<file path="src/rtl/uc_arbiter.sv">
// rtl/uc_arbiter.sv - round-robin unit-clause arbiter; UCA_CONFLICT_EN enables assignment table, duplicate filter and conflict halt
module uc_arbiter #(
    parameter int  DATA_LEN = 512,
    parameter int  NUM_ENG  = 4,
    localparam int W        = $clog2(DATA_LEN)
) (
    input  logic                clk,
    input  logic                rst,
    input  logic [NUM_ENG-1:0]  eng_valid,
    input  logic signed [W-1:0] eng_lit [NUM_ENG],
    output logic [NUM_ENG-1:0]  eng_ready,
    input  logic                ucq_full,
    output logic                ucq_push,
    output logic signed [W-1:0] ucq_data,
    input  logic                clear,
    output logic                conflict,
    output logic [W:0]          uc_cnt
);

    localparam int PW  = $clog2(NUM_ENG);
    localparam int TBL = 2 ** (W - 1);

    typedef enum logic {
        RUN  = 1'b0,
        HALT = 1'b1
    } state_t;

    state_t              state_q;
    logic [PW-1:0]       ptr_q;
    logic [PW-1:0]       ptr_d;
    logic                conflict_q;
    logic [W:0]          cnt_q;
    logic [W:0]          cnt_d;

    logic                grant_en;
    logic                acc;
    logic [PW-1:0]       gnt_idx;
    logic [NUM_ENG-1:0]  gnt_oh;
    logic signed [W-1:0] acc_lit;
    logic                lit_nz;
    logic                push;
    logic                cfl;

    // Grants are only offered while running, the queue has room, and no clear/reset is in progress
    assign grant_en = !rst && (state_q == RUN) && !ucq_full && !clear;

    // Round-robin search starting at ptr_q; the first valid engine wins
    always_comb begin
        int            j;
        logic [PW-1:0] j_idx;
        acc     = 1'b0;
        gnt_idx = '0;
        gnt_oh  = '0;
        j       = 0;
        j_idx   = '0;
        if (grant_en) begin
            for (int k = 0; k < NUM_ENG; k++) begin
                j = int'(ptr_q) + k;
                if (j >= NUM_ENG) begin
                    j = j - NUM_ENG;
                end
                j_idx = PW'(j);
                if (!acc && eng_valid[j_idx]) begin
                    acc           = 1'b1;
                    gnt_idx       = j_idx;
                    gnt_oh[j_idx] = 1'b1;
                end
            end
        end
    end

    assign eng_ready = gnt_oh;
    assign acc_lit   = eng_lit[gnt_idx];
    assign lit_nz    = (acc_lit != '0);

`ifdef UCA_CONFLICT_EN
    logic [TBL-1:0]      assigned_q;
    logic [TBL-1:0]      pol_q;
    logic                acc_neg;
    logic [W-1:0]        acc_mag;
    logic [W-2:0]        acc_idx;

    // Magnitude is truncated to W-1 bits, so the most negative literal lands on index 0
    assign acc_neg = acc_lit[W-1];
    assign acc_mag = acc_neg ? W'(-acc_lit) : W'(acc_lit);
    assign acc_idx = acc_mag[W-2:0];

    // Classify the accepted literal against the pre-edge table contents
    always_comb begin
        push = 1'b0;
        cfl  = 1'b0;
        if (acc && lit_nz) begin
            if (!assigned_q[acc_idx]) begin
                push = 1'b1;
            end else if (pol_q[acc_idx] != acc_neg) begin
                cfl = 1'b1;
            end
        end
    end

    // Assignment table: wiped on reset/clear, records polarity of every pushed literal
    always_ff @(posedge clk) begin
        if (rst || clear) begin
            assigned_q <= '0;
            pol_q      <= '0;
        end else if (push) begin
            assigned_q[acc_idx] <= 1'b1;
            pol_q[acc_idx]      <= acc_neg;
        end
    end
`else
    // Without the table every accepted non-zero literal goes straight to the queue
    always_comb begin
        push = acc && lit_nz;
        cfl  = 1'b0;
    end
`endif

    // Next pointer follows the granted engine; saturating push counter
    always_comb begin
        ptr_d = ptr_q;
        cnt_d = cnt_q;
        if (acc) begin
            if (int'(gnt_idx) == NUM_ENG - 1) begin
                ptr_d = '0;
            end else begin
                ptr_d = gnt_idx + PW'(1);
            end
        end
        if (push && (cnt_q != '1)) begin
            cnt_d = cnt_q + (W + 1)'(1);
        end
    end

    // RUN/HALT control with pointer, sticky conflict and counter; clear beats any accept
    always_ff @(posedge clk) begin
        if (rst) begin
            state_q    <= RUN;
            ptr_q      <= '0;
            conflict_q <= 1'b0;
            cnt_q      <= '0;
        end else if (clear) begin
            state_q    <= RUN;
            conflict_q <= 1'b0;
            cnt_q      <= '0;
        end else begin
            ptr_q <= ptr_d;
            cnt_q <= cnt_d;
            case (state_q)
                RUN: begin
                    if (cfl) begin
                        state_q    <= HALT;
                        conflict_q <= 1'b1;
                    end
                end
                HALT: begin
                    state_q <= HALT;
                end
                default: begin
                    state_q <= RUN;
                end
            endcase
        end
    end

    assign ucq_push = push;
    assign ucq_data = push ? acc_lit : '0;
    assign conflict = conflict_q;
    assign uc_cnt   = cnt_q;

endmodule

</file>
<file path="config.mk">
export PLATFORM = sky130hd
export DESIGN_NAME = uc_arbiter
export DESIGN_NICKNAME = d
export VERILOG_FILES = /design/src/rtl/uc_arbiter.sv
export SDC_FILE = /design/constraint.sdc
export NUM_CORES = 1
export LEC_CHECK = 0
export ABC_CLOCK_PERIOD_IN_PS = 11100
export CORE_MARGIN = 1.5
export CORE_UTILIZATION = 26
export DETAILED_ROUTE_END_ITERATION = 8
export GPL_ROUTABILITY_DRIVEN = 0
export SLEW_MARGIN = 20
export SYNTH_ARGS = -nofsm -noshare
export SYNTH_HDL_FRONTEND = slang
export SYNTH_SLANG_ARGS = --single-unit
</file>
<file path="constraint.sdc">
create_clock -name clk -period 11.1 [get_ports clk]
set_clock_uncertainty 0.15 [all_clocks]
set_input_delay 1.11 -clock clk [delete_from_list [all_inputs] [get_ports clk]]
set_output_delay 1.11 -clock clk [all_outputs]
set_load 0.02 [all_outputs]
</file>
==> impl_metrics.ini, run 1 <==
[route]
vias = 1557
wl_met1_mm = 2.03
dr_wl_met3_um = 148
met2_length_mm = 2.34
drc = 0
top_layer = met4
totalWireLength_mm = 4.55
dr.first_iter.drc_count = 37
routedWlPerCell_um = 15.2
vias_per_cell = 5.21
ant_nets = 0
firstDrtPassIters = 4

[finish]
final_common_cell = clkdlybuf4s50_1
nNetsFinal = 280
layout_common_cells = clkdlybuf4s50_1 (67), nor2_1 (18), mux4_2 (13)
syn2layout_area_growth_pct = 53.2
final_util_pct = 40.8
diodes = 0
multi_input_area_mm2 = 0.00116
layout-drive-gt1-share_pct = 10.6
fill_cells = 570
final-seq-area_um2 = 240

[placement]
portBuffers = 67
hpwl_mm = 3.70
pre_cts_slack_ns = 4.99

[worst_setup_path]
r2r_start = ptr_q[0]$_SDFFE_PP0P_
reg2reg_to = uc_cnt[8]$_SDFFE_PP0P_
path_class = flip-flop to primary output
worstPathArrival_ns = 4.89
required_ns = 9.84
reg2reg_depth = 11
critPathCapture = ucq_data[2]
cp-end-kind = primary output
r2r_slack_ns = 6.57
worstPathMaxFanout = 16
crit_path_start = ptr_q[0]$_SDFFE_PP0P_
crit_path_start_kind = flip-flop

[global_route]
grt_pass1_wl_mm = 7.48
grt_pass1_vias = 1528
track_usage_pct = 15.2
grt_max_degree = 17
antenna_found_initial = 0
grt_remaining_overflow = 0

[clocking]
clock_sinks = 12
cts_buffers = 3
clk_latency_ns = 0.24
cts_max_level = 1
cts-root-buf = clkbuf_8
cts_tree = yes
clkTransAtPathRegs_ns = 0.06
cts-hold-fix-buffers = 0
cts_buffer_depth = 2
post-cts-setup-buffer-count = 0
post_cts_resized = 0

[hold_path]
whs_path_depth = 1
hp-class = flip-flop to flip-flop

[timing]
slew_viol_final = 0
setup_tns_ns = 0
timing.final.ws_setup_ns = 4.95
hold_viol_final = 0
finalCritPeriodShare_pct = 55.4
fmax_mhz = 163
tightest_slew_ns = 0.732
slew-limit-headroom_pct = 50.9
finalCriticalPeriod_ns = 6.15
setup_viol = 0
rsz0062_at_grt = false

[pwr]
vdd_ir_drop_max_mv = 0.0306
p_per_area_mw_per_mm2 = 68.5
power_uw = 153
leakagePower_uw = 0.000767

[die]
die_y_um = 77.9
rows = 27
io_pins = 69
die_area_mm2 = 0.00607
initial_core_util_pct = 26.7
core_mm2 = 0.00547
die_w_um = 77.9

[logic_synthesis]
synth-edff-count = 0
ys_async_sr_fraction_pct = 0
synth_nets = 215
synth.top_cell.area_share_pct = 20.1
synth.area.top_cells = mux4_2 (20%), dfxtp_1 (16%), ha_1 (6.9%), and2_1 (5.1%), nor2_1 (4.6%)
netlist-cell-type-count = 49
ys_seq_area_share_pct = 16.5
syn_area_mm2 = 0.00146
yosysWarnings = 0
yosysTopAreaCell = mux4_2
syn_inst = 163
syn_area_per_cell_um2 = 8.95
ys_ff_latch = 12
synth_ff_type = dfxtp_1

[status]
status = complete, no violations

[job]
maxCapViolations = 0
==> worst max-delay path, cell delays in order (launching register included) <==
cell             delay [ns]
dfxtp_1                0.78
inv_1                  0.23
ha_1                   0.50
mux4_2                 0.62
or3_4                  0.39
or3b_1                 0.39
nand3_2                0.10
a221oi_1               0.08
o21ai_1                0.62
inv_2                  0.21
and2_1                 0.20
clkdlybuf4s50_1        0.53
==> synth_stat cells (all sizes together), types with 3 or more instances <==
| library cell | instances |
|---|---|
| nor2 | 19 |
| mux4 | 13 |
| nand3 | 9 |
| o311ai | 4 |
| a221oi | 6 |
| nor4 | 6 |
| inv | 5 |
| o31ai | 6 |
| dfxtp | 12 |
| mux2i | 3 |
| and3 | 4 |
| nor3 | 5 |
| and2 | 12 |
| a22oi | 4 |
| ha | 8 |
| buf | 5 |
| nand2 | 9 |
==> power by group <==
part / leakage [uW] / switching (uW) / internal [uW]
Combinational: 0.000641 / 26.0 / 32.8
Clock: 0.0000288 / 16.8 / 31.4
Sequential: 0.0000970 / 2.20 / 43.8
==> layer usage <==
metal | up-vias | track usage [%]
li1 | 774 | -
met1 | 746 | 18.7
met2 | 33 | 28.1
met3 | 4 | 2.00
met4 | 0 | 3.21
met5 | - | 0
==> stage by stage <==
step / instance area, um^2 / hold WS, ns / cells
after floorplan: 1460 / 0.389 / 163
after detailed placement: 2180 / 0.344 / 295
final: 2230 / 0.355 / 299
after global placement: 2180 / 0.338 / 295
after global routing: 2230 / 0.389 / 299
after CTS: 2230 / 0.352 / 299
==> kinds of logic (layout without fill, tap and decap cells) <==
family          count (synthesis)  after routing  share of synthesized area, %
other cells                     1              1                         0.257
flops                          12             12                          16.5
mux                            16             16                          22.1
fa+ha+maj                       8              8                          6.86
buf+inv                        12             76                          4.03
compound gates                 38             38                          21.7
xor+xnor                        2              2                          1.20
simple gates                   74             74                          27.4
==> layout make-up <==
cell class	count	area share [%]
multi-input cells	139	51.9
repair buffers	67	30.0
flip-flops and latches	12	10.8
well taps	72	4.03
clock buffers	4	2.46
inverters	5	0.840
==> how the worst min path moves through the flow <==
| stage | start | endpoint | slack (ns) |
|---|---|---|---|
| global route | uc_cnt[5]$_SDFFE_PP0P_ | uc_cnt[5]$_SDFFE_PP0P_ | 0.39 |
| floorplan | ptr_q[1]$_SDFFE_PP0P_ | ptr_q[1]$_SDFFE_PP0P_ | 0.39 |
| detailed placement | uc_cnt[0]$_SDFFE_PP0P_ | uc_cnt[0]$_SDFFE_PP0P_ | 0.34 |
| global placement | uc_cnt[7]$_SDFFE_PP0P_ | uc_cnt[7]$_SDFFE_PP0P_ | 0.34 |
| CTS | uc_cnt[7]$_SDFFE_PP0P_ | uc_cnt[7]$_SDFFE_PP0P_ | 0.35 |
| finish | uc_cnt[7]$_SDFFE_PP0P_ | uc_cnt[7]$_SDFFE_PP0P_ | 0.36 |
==> registers in the layout (all words and copies together), names as in the netlist <==
name / count
ptr_q: 2
uc_cnt: 10
No activity file was read; power rests on OpenSTA's default activity.
==> run 2, diff against run 1 <==
--- a/config.mk
+++ b/config.mk
@@ -5,7 +5,7 @@
 export SDC_FILE = /design/constraint.sdc
 export NUM_CORES = 1
 export LEC_CHECK = 0
-export ABC_CLOCK_PERIOD_IN_PS = 11100
+export ABC_CLOCK_PERIOD_IN_PS = 6300
 export CORE_MARGIN = 1.5
 export CORE_UTILIZATION = 26
 export DETAILED_ROUTE_END_ITERATION = 8
==> constraint.sdc (replaced) <==
create_clock -name clk -period 6.3 [get_ports clk]
set_clock_uncertainty 0.15 [all_clocks]
set_input_delay 0.63 -clock clk [delete_from_list [all_inputs] [get_ports clk]]
set_output_delay 0.63 -clock clk [all_outputs]
set_load 0.02 [all_outputs]
==> impl_metrics.ini, run 2 (same netlist as run 1, synthesis figures left out) <==
[worst_setup_path]
worstPathMaxFanout = 16
cp-end-kind = primary output
reg2reg_depth = 11
crit_path_start_kind = flip-flop
path_class = flip-flop to primary output
worstPathArrival_ns = 4.84
required_ns = 5.52

[placement]
pre_cts_slack_ns = 0.868
dpl-instance-area_mm2 = 0.00219
portBuffers = 67
hpwl_mm = 3.66
placed_cells = 296

[global_route]
grt_pass1_wl_mm = 7.31
grt_max_degree = 17
track_usage_pct = 14.8
antenna_found_initial = 0
grt_remaining_overflow = 0
grt_pass1_vias = 1481

[finish]
layout_common_cells = clkdlybuf4s50_1 (67), nor2_1 (18), mux4_2 (13)
syn2layout_area_growth_pct = 53.7
multi_input_area_mm2 = 0.00116
nNetsFinal = 281
fin_area_mm2 = 0.00224
largest_register_ffs = 10
final-seq-area_um2 = 240
layout-drive-gt1-share_pct = 11.0
final_common_cell = clkdlybuf4s50_1
finalNonFillerCells = 300
fill_cells = 561
diodes = 0

[die]
core_mm2 = 0.00547
die_w_um = 77.9
die_area_mm2 = 0.00607
rows = 27
die_y_um = 77.9
initial_core_util_pct = 26.7
io_pins = 69

[timing]
slew_viol_final = 0
fmax_mhz = 178
rsz0062_at_grt = false
finalCritPeriodShare_pct = 89.2
timing.final.ws_setup_ns = 0.678
setup_viol = 0
tightest_slew_ns = 0.745
hold_viol_final = 0
finalCriticalPeriod_ns = 5.62
setup_tns_ns = 0
holdWs_ns = 0.351
slew-limit-headroom_pct = 50.0

[status]
status = complete, no violations

[clocking]
cts-hold-fix-buffers = 0
cts_buffer_depth = 2
clk_latency_ns = 0.24
post_cts_resized = 0
post-cts-setup-buffer-count = 0
cts_max_level = 1
cts-root-buf = clkbuf_8
clkTransAtPathRegs_ns = 0.05
cts_buffers = 3
cts_tree = yes
clock_sinks = 12

[pwr]
vdd_ir_drop_max_mv = 0.0446
leakagePower_uw = 0.000771
p_per_area_mw_per_mm2 = 120

[route]
ant_nets = 0
firstDrtPassIters = 4
met2_length_mm = 2.20
drc = 0
vias = 1555
dr_wl_met3_um = 125
top_layer = met4
vias_per_cell = 5.18
wl_met1_mm = 2.03
routedWlPerCell_um = 14.7
totalWireLength_mm = 4.42
dr.first_iter.drc_count = 59

[hold_path]
hp-class = flip-flop to flip-flop
whs_path_depth = 1

[job]
maxCapViolations = 0
## run 2: cell types whose count changed in the layout (fill, tap and decap cells not counted), sizes merged
cell,before,now
buf,0,1
## run 2: worst paths after layout
path | end | slack (ns) | startpoint
setup / recovery | ucq_data[0] | 0.68 | ptr_q[0]$_SDFFE_PP0P_
hold reg to reg | uc_cnt[7]$_SDFFE_PP0P_ | 0.35 | uc_cnt[7]$_SDFFE_PP0P_
setup reg to reg | uc_cnt[8]$_SDFFE_PP0P_ | 1.83 | ptr_q[0]$_SDFFE_PP0P_
hold / removal | uc_cnt[7]$_SDFFE_PP0P_ | 0.35 | uc_cnt[7]$_SDFFE_PP0P_
## run 2: routing by layer
metal  up-vias  track usage [%]
met5         -                0
met4         0             3.39
met3         6             1.76
met2        42             26.3
met1       724             19.0
li1        783                -
## run 2: where the power goes
part	switching (uW)	leakage, uW	internal [uW]
Sequential	3.81	0.0000970	77.2
Clock	28.2	0.0000288	55.2
Combinational	46.1	0.000646	58.1
## run 2: layout make-up
cell class	count	area share, %
well taps	72	4.02
flip-flops and latches	12	10.7
clock buffers	4	2.46
inverters	5	0.837
repair buffers	68	30.2
multi-input cells	139	51.7
## run 2: worst max-delay path: stages, from the launching register on
cell	delay, ns
dfxtp_1	0.76
inv_1	0.22
ha_1	0.48
mux4_2	0.62
or3_4	0.40
or3b_1	0.39
nand3_2	0.11
a221oi_1	0.08
o21ai_1	0.60
inv_2	0.21
and2_1	0.21
clkdlybuf4s50_1	0.53
## run 2: per-stage QoR
step	total power (uW)	utilization (%)
finish	269	41.0
CTS	271	41.0
global route	285	41.0
floorplan	139	-
detailed placement	186	40.0
global placement	186	40.0
